--- config.mk ---
export PLATFORM = sky130hd
export DESIGN_NAME = rob_queue
export DESIGN_NICKNAME = d
export VERILOG_FILES = /design/src/rtl/rob_queue.sv
export SDC_FILE = /design/constraint.sdc
export NUM_CORES = 2
export LEC_CHECK = 0
export CAP_MARGIN = 20
export CORE_MARGIN = 1
export CORE_UTILIZATION = 45
export DETAILED_ROUTE_END_ITERATION = 6
export SLEW_MARGIN = 20
export SYNTH_ARGS = -nofsm -noshare
export SYNTH_HDL_FRONTEND = slang
export SYNTH_SLANG_ARGS = --single-unit
--- constraint.sdc ---
create_clock -name clk -period 7.9 [get_ports clk]
set_input_delay 1.58 -clock clk [delete_from_list [all_inputs] [get_ports clk]]
set_output_delay 1.58 -clock clk [all_outputs]
set_load 0.02 [all_outputs]
--- src/rtl/rob_queue.sv ---
// Reorder buffer: in-order allocate, out-of-order completion, in-order retire from head.
// Raises a precise exception when the head entry completes faulting, then self-clears.
module rob_queue #(
   parameter int unsigned DEPTH    = 16,
   parameter int unsigned ALLOC_W  = 2,
   parameter int unsigned WB_PORTS = 4,
   parameter int unsigned RETIRE_W = 2,
   parameter int unsigned DATA_W   = 32,
   parameter int unsigned DST_W    = 5,
   localparam int unsigned ROB_AW  = $clog2(DEPTH),
   localparam int unsigned PTR_W   = ROB_AW + 1
) (
   input  logic                         clk,
   input  logic                         reset,
   input  logic                         flush,
   input  logic [ALLOC_W-1:0]           alloc_valid,
   input  logic [ALLOC_W*DST_W-1:0]     alloc_dst,
   input  logic [ALLOC_W*32-1:0]        alloc_pcplus8,
   output logic                         alloc_ready,
   output logic [ALLOC_W*ROB_AW-1:0]    alloc_idx,
   input  logic [WB_PORTS-1:0]          wb_valid,
   input  logic [WB_PORTS*ROB_AW-1:0]   wb_idx,
   input  logic [WB_PORTS*DATA_W-1:0]   wb_data,
   input  logic [WB_PORTS-1:0]          wb_exc,
   input  logic [WB_PORTS*5-1:0]        wb_exc_code,
   output logic [RETIRE_W-1:0]          retire_valid,
   output logic [RETIRE_W*DST_W-1:0]    retire_dst,
   output logic [RETIRE_W*DATA_W-1:0]   retire_data,
   output logic                         exc_valid,
   output logic [4:0]                   exc_code,
   output logic [31:0]                  exc_pc,
   output logic [PTR_W-1:0]             count
);

   localparam int unsigned CODE_W = 5;
   localparam int unsigned PC_W   = 32;

   logic [PTR_W-1:0]  head;
   logic [PTR_W-1:0]  tail;
   logic [DEPTH-1:0]  busy;
   logic [DEPTH-1:0]  done;
   logic [DEPTH-1:0]  exc;
   logic [CODE_W-1:0] code_q [DEPTH];
   logic [DST_W-1:0]  dst_q  [DEPTH];
   logic [PC_W-1:0]   pc_q   [DEPTH];
   logic [DATA_W-1:0] data_q [DEPTH];

   logic [ROB_AW-1:0]   head_idx;
   logic [ROB_AW-1:0]   tail_idx;
   logic [PTR_W-1:0]    free_cnt;
   logic [PTR_W-1:0]    alloc_n;
   logic [PTR_W-1:0]    retire_n;
   logic [RETIRE_W-1:0] retire_ok;
   logic                alloc_fire;
   logic                exc_head;
   logic                clear;

   assign head_idx = head[ROB_AW-1:0];
   assign tail_idx = tail[ROB_AW-1:0];

   // Occupancy; the wrap bit keeps full (DEPTH) and empty (0) distinct
   assign count       = tail - head;
   assign free_cnt    = PTR_W'(DEPTH) - count;
   assign alloc_ready = (free_cnt >= PTR_W'(ALLOC_W));
   assign alloc_fire  = alloc_ready & (|alloc_valid);

   always_comb begin
      alloc_idx = '0;
      alloc_n   = '0;
      for (int unsigned i = 0; i < ALLOC_W; i++) begin
         alloc_idx[i*ROB_AW +: ROB_AW] = tail_idx + ROB_AW'(i);
         alloc_n = alloc_n + PTR_W'(alloc_valid[i]);
      end
   end

   // Faulting head entry: report it and clear the whole buffer on this edge
   assign exc_head  = busy[head_idx] & done[head_idx] & exc[head_idx];
   assign exc_valid = exc_head & ~flush;
   assign exc_code  = code_q[head_idx];
   assign exc_pc    = pc_q[head_idx] - 32'd8;
   assign clear     = reset | flush | exc_head;

   // Retire lane k only if every entry from head through head+k is cleanly complete
   always_comb begin
      logic              chain;
      logic [ROB_AW-1:0] ridx;
      chain       = 1'b1;
      retire_ok   = '0;
      retire_n    = '0;
      retire_dst  = '0;
      retire_data = '0;
      for (int unsigned k = 0; k < RETIRE_W; k++) begin
         ridx  = head_idx + ROB_AW'(k);
         chain = chain & busy[ridx] & done[ridx] & ~exc[ridx];
         retire_ok[k] = chain;
         retire_n     = retire_n + PTR_W'(chain);
         retire_dst[k*DST_W +: DST_W]    = dst_q[ridx];
         retire_data[k*DATA_W +: DATA_W] = data_q[ridx];
      end
   end

   assign retire_valid = flush ? '0 : retire_ok;

   // Control state: pointers and per-entry status bits
   always_ff @(posedge clk) begin
      if (clear) begin
         head <= '0;
         tail <= '0;
         busy <= '0;
         done <= '0;
         exc  <= '0;
      end else begin
         // Ascending port order lets the highest port win on a shared index
         for (int unsigned p = 0; p < WB_PORTS; p++) begin
            if (wb_valid[p] && busy[wb_idx[p*ROB_AW +: ROB_AW]]) begin
               done[wb_idx[p*ROB_AW +: ROB_AW]] <= 1'b1;
               exc[wb_idx[p*ROB_AW +: ROB_AW]]  <= wb_exc[p];
            end
         end
         for (int unsigned k = 0; k < RETIRE_W; k++) begin
            if (retire_ok[k]) begin
               busy[head_idx + ROB_AW'(k)] <= 1'b0;
               done[head_idx + ROB_AW'(k)] <= 1'b0;
            end
         end
         if (alloc_fire) begin
            for (int unsigned i = 0; i < ALLOC_W; i++) begin
               if (alloc_valid[i]) begin
                  busy[tail_idx + ROB_AW'(i)] <= 1'b1;
                  done[tail_idx + ROB_AW'(i)] <= 1'b0;
                  exc[tail_idx + ROB_AW'(i)]  <= 1'b0;
               end
            end
            tail <= tail + alloc_n;
         end
         head <= head + retire_n;
      end
   end

   // Payload storage; only meaningful while the entry is busy, so no reset needed
   always_ff @(posedge clk) begin
      for (int unsigned p = 0; p < WB_PORTS; p++) begin
         if (wb_valid[p] && busy[wb_idx[p*ROB_AW +: ROB_AW]]) begin
            data_q[wb_idx[p*ROB_AW +: ROB_AW]] <= wb_data[p*DATA_W +: DATA_W];
            code_q[wb_idx[p*ROB_AW +: ROB_AW]] <= wb_exc_code[p*CODE_W +: CODE_W];
         end
      end
      if (alloc_fire) begin
         for (int unsigned i = 0; i < ALLOC_W; i++) begin
            if (alloc_valid[i]) begin
               dst_q[tail_idx + ROB_AW'(i)] <= alloc_dst[i*DST_W +: DST_W];
               pc_q[tail_idx + ROB_AW'(i)]  <= alloc_pcplus8[i*PC_W +: PC_W];
            end
         end
      end
   end

endmodule

# Yosys cells after proc, flatten, opt, wreduce, memory -nomap -nowiden

Memory sizes are Yosys's and may differ from the RTL's. A register that Yosys moved wholly into a read port is not among the register bits.
Cells that the tools add are included.

$add $sub $neg: 9
Magnitude comparators: 17
Mux-type cells: 98
Bitwise gates (word level): 31
Reduce and logical (&&, ||, !) cells: 13

Operators with widths:

| operator                | count |
|---|---|
| $mux W16                | 39 |
| $and A16 B16 Y16        | 8 |
| $or A16 B16 Y16         | 6 |
| $bwmux W16              | 4 |
| $not A16 Y16            | 4 |
| $bmux W1 S4             | 10 |
| $lt A4 B5 Y1 const B    | 8 |
| $demux W1 S4            | 8 |
| $ge A4 B1 Y1 const B    | 8 |
| $mux W1                 | 32 |
| $sub A32 B4 Y32 const B | 1 |
| $mux W4                 | 4 |
| $logic_and A1 B1 Y1     | 12 |
| $add A5 B2 Y5           | 2 |
| $add A4 B1 Y4 const B   | 2 |
| $and A1 B1 Y1           | 8 |
| $ge A5 B2 Y1 const B    | 1 |
| $sub A5 B5 Y5           | 1 |
| $sub A5 B5 Y5 const A   | 1 |
| $add A1 B1 Y2           | 2 |
| $not A1 Y1              | 3 |
| $mux W2                 | 1 |
| $or A1 B1 Y1            | 2 |
| $reduce_or A2 Y1        | 1 |

Flip-flop bits (word level): 58
Bits in writable memories: 1184
Bits of input ports: 251
Output and inout bits: 128
Logic and storage cells: 177
Memories kept: 4

Memory list:

| memory | depth | bits a word | read ports | clocked after Yosys merged registers in | write ports | line | text |
|---|---|---|---|---|---|---|---|
| data_q | 16    | 32          | 2          | 1                                       | 4           | 46   | `logic [DATA_W-1:0] data_q [DEPTH];` |
| pc_q   | 16    | 32          | 1          | 1                                       | 2           | 45   | `logic [PC_W-1:0] pc_q [DEPTH];` |
| code_q | 16    | 5           | 1          | 1                                       | 4           | 43   | `logic [CODE_W-1:0] code_q [DEPTH];` |
| dst_q  | 16    | 5           | 2          | 1                                       | 2           | 44   | `logic [DST_W-1:0] dst_q [DEPTH];` |

# Depth between registers and ports, before layout

Depth after elaboration: 29
Depth in mapped cells: 18
Depth with buffers taken out: 13

# Worst setup path before layout

Ideal clock, no wire load.

Path kind: register to output
From: reg head[3]
To: out alloc_ready
Data arrival time: 4380 ps
Data required time: 6320 ps
Path slack: 1940 ps
Cell stages (with the launch flop): 13
Buffers on the path: 5
Cell sequence: dfxtp_1 -> clkbuf_1 -> inv_2 -> buf_1 -> clkbuf_1 -> buf_1 -> ha_1 -> a21oi_1 -> xnor2_1 -> or4b_2 -> a211oi_2 -> buf_2 -> clkinv_1

Longest elaborated chain between the ends: 3

RTL lines:

| item                   | line | text |
|---|---|---|
| from (decl)            | 38   | `logic [PTR_W-1:0] head;` |
| from (signal assigned) | 136  | `head <= head + retire_n;` |
| $sub A5 B5 Y5          | 62   | `assign count = tail - head;` |
| via count[4]           | 32   | `output logic [PTR_W-1:0] count` |
| $sub A5 B5 Y5          | 63   | `assign free_cnt = PTR_W'(DEPTH) - count;` |
| $ge A5 B2 Y1           | 64   | `assign alloc_ready = (free_cnt >= PTR_W'(ALLOC_W));` |
| to (decl)              | 19   | `output logic alloc_ready,` |

The timed path passes the listed nets, and every way through them passes these cells.

==> flow_summary_export.csv <==
group,metric,value,unit
run_status,status,"finished with violations",
run_status,violations,"DRC",
logic_synthesis,synth_fa_ha_area_share,0.4041,%
place,place_congestion,0.9312,
timing,setup_viol,0,
logic_synthesis,avgSynthCellArea,11.78,um^2
timing,max_freq,134.6,MHz
layout,fin_cells,9139,
logic_synthesis,synth_xor_area_share,0.4167,%
timing,period_share,94.06,%
clock_tree,cts_buffers,146,
logic_synthesis,synthTopCellsByCount,"1184 x edfxtp_1, 833 x nand2_1, 742 x o21ai_0",
clock_tree,htree_levels,4,
setup_path,critical_path_class,"register to output pin",
global_routing,grt_usage,34.14,%
setup_path,arrival,5850,ps
clock_tree,cts_tree,"yes",
detailed_routing,postRouteWirelength,312.0,mm
detailed_routing,wl_per_cell,34.14,um
detailed_routing,drc,61,
worst_hold_path,hold_path_startpoint,"done[11]",
logic_synthesis,yosys.area.top_type,"edfxtp_1",
logic_synthesis,synth.most_common_cell,"edfxtp_1",
power,power_density,171.1,mW/mm^2
floorplanning,num_rows,154,
layout,stdcell_area,0.08997,mm^2
logic_synthesis,yosysWarnings,0,
timing,worstMarginPinSlew,1255,ps
setup_path,regToRegEndpoint,"pc_q[1][4]",
layout,final.fill_count,15200,
timing,setup_tns,0,ps
timing,relSlewSlack,16.35,%
timing,hold_viol,0,
logic_synthesis,synth_area,0.07988,mm^2
flow_run,cap_violations,0,
clock_tree,cts_hold_buf,0,
clock_tree,clkTransAtPathRegs,60,ps
logic_synthesis,syn_inst,6781,
worst_hold_path,whs_endpoint,"done[11]",
detailed_routing,drt_iter0_markers,8409,
place,io_buffers,378,
clock_tree,cts.sinks,1242,
setup_path,ff2ff_setup_slack,2450,ps
global_routing,antenna_found_initial,67,
setup_path,end_kind,"output pin",
logic_synthesis,synth-edff-count,1184,
timing,layout_setup_ws,469.5,ps
logic_synthesis,synth_top_family_by_area,"multiplexers",
setup_path,required,6320,ps
worst_hold_path,hold_path_depth,2,
logic_synthesis,synthSimpleGateAreaFrac,7.973,%
layout,ff_latch_area,0.03673,mm^2
clock_tree,root_buffer,"clkbuf_16",
global_routing,grt_max_degree,105,
setup_path,r2r_start,"head[1]",
floorplanning,initial_core_util,45.30,%
logic_synthesis,syn_nets,7056,
layout,syn_to_final_growth,12.64,%
logic_synthesis,synth_seq_cells,1242,
place,place_ws,1324,ps
detailed_routing,drtPass1Iterations,7,
floorplanning,design.core.area,0.1763,mm^2
clock_tree,postCtsSetupRepairBufs,0,
logic_synthesis,ys_types,59,
logic_synthesis,async_flop_share,0,%
setup_path,start_kind,"register",
floorplanning,ioPinCount,379,
logic_synthesis,synth_top_area_share,44.51,%
place,post_dp_cell_area,0.08507,mm^2
layout,multi_input_area,0.04046,mm^2
detailed_routing,ant_nets,0,
setup_path,path_max_fanout,36,
clock_tree,max-clock-path-buffers,3,
timing,period_minus_slack,7430,ps
floorplanning,fp.dieH,423.3,um
logic_synthesis,synthTopCellsByArea,"edfxtp_1 45%, mux4_2 16%, mux2_2 8.4%",
logic_synthesis,synth-seq-area-share,45.97,%
place,dp_hpwl,174.1,mm
floorplanning,die_x,423.3,um
logic_synthesis,synth_mux_area_share,31.78,%
clock_tree,cts_resized,0,
clock_tree,clock_latency,830,ps
detailed_routing,avgViaCountPerCell,6.682,
setup_path,r2r_cells,12,
layout,layout-drive-gt1-share,23.78,%
layout,nets,6906,
power,peakVddDrop,0.2312,mV
logic_synthesis,ys.flop_type,"edfxtp_1",
logic_synthesis,synth_compound_area_share,9.312,%
timing,rsz0062_at_grt,"no",
global_routing,grt_pass1_vias,57880,
floorplanning,dieArea,0.1792,mm^2
worst_hold_path,hold_path.class,"register to register",
place,dp.cells,8820,
global_routing,grt_pass1_wl,439.0,mm
detailed_routing,vias,61070,
timing,fin_skew,31.11,ps
timing,drv_slew,0,
global_routing,overflow,0,
power,p_leak,29.16,nW
==> state kept, by name (all words and copies together), names as in the netlist <==
| register | count |
|---|---|
| code_q | 80 |
| data_q | 512 |
| head | 5 |
| tail | 5 |
| pc_q | 512 |
| busy | 16 |
| done | 16 |
| exc | 16 |
| dst_q | 80 |
==> worst max-delay path, cell delays in order (launching register included) <==
cell             delay, ps
dfxtp_4                740
buf_12                 370
mux4_2                 540
a22oi_1                250
nand2_1                160
or4_1                  630
nor3_1                 580
nand4b_1               420
xnor2_1                550
clkdlybuf4s50_1        710
==> layout make-up <==
type / count / area share [%]
Multi-Input combinational cell: 4696 / 44.98
Antenna cell: 49 / 0.1363
Clock inverter: 81 / 0.9081
Timing Repair Buffer: 509 / 5.440
Inverter: 36 / 0.1558
Sequential cell: 1242 / 40.82
Tap cell: 2340 / 3.254
Clock buffer: 186 / 4.308
==> power breakdown <==
group	total, mW	internal [mW]	switching, mW
registers	7.31	7.28	0.0262
clock network	6.84	3.83	3.00
logic	1.25	0.517	0.732
total	15.4	11.6	3.76
==> layout by cell type (no fill, tap or decap), types with 10 or more instances in the layout <==
cell type and count:
clkbuf_16 148, clkinv_2 34, nor3_1 18, nor2b_1 97
clkbuf_1 35, nand3_1 23, a21oi_1 421, nor2_1 355
clkinv_1 25, mux2_2 593, xor2_1 10, nor3_2 19
dfxtp_1 55, ha_1 20, buf_4 122, xnor2_1 26
a22o_1 14, clkdlybuf4s50_1 378, nand2_1 818, a22oi_1 35
edfxtp_1 1184, mux4_2 561, nor3b_1 20, mux2i_1 607
nand4b_1 14, nor2_4 42, a211oi_1 104, inv_1 30
bufinv_16 10, a2111oi_0 11, diode_2 49, nand2_4 15
o21ai_0 742
==> cells by family after synthesis <==
family / Yosys count
buffers and inverters: 843
adders and majority gates: 24
and+or+nand+nor: 1500
AOI/OAI and AO/OA: 1373
xor gates and xnor gates: 38
DFF: 1242
muxes: 1761
==> worst max-delay path by stage <==
stage	start	end	slack, ps	depth (start not counted)
detailed placement	head[0]	exc_pc[31]	1320	8
finish	head[0]	exc_pc[31]	470	9
global route	head[0]	exc_pc[31]	340	9
CTS	head[0]	exc_pc[31]	430	8
floorplan	head[3]	alloc_ready	1940	12
global placement	head[0]	exc_pc[31]	1300	9
==> through the flow <==
stage	hold slack, ps	util (%)	power, mW
6_report	498.7	51.03	15.39
5_1_grt	510.5	51.02	15.74
4_1_cts	492.1	50.91	15.39
3_5_place_dp	479.9	48.25	8.665
3_3_place_gp	483.6	48.25	8.636
2_1_floorplan	464.3	-	8.178
==> metal layers <==
metal,track usage [%],part of all wire [%],vias up,wire (um)
li1,-,-,25440,-
met1,44.13,37,30610,116300
met2,53.13,46,4069,143900
met3,7.906,11,922,34230
met4,18.50,5.6,28,17450
met5,0.1344,0.056,-,175
No activity file was read; power rests on OpenSTA's default activity.
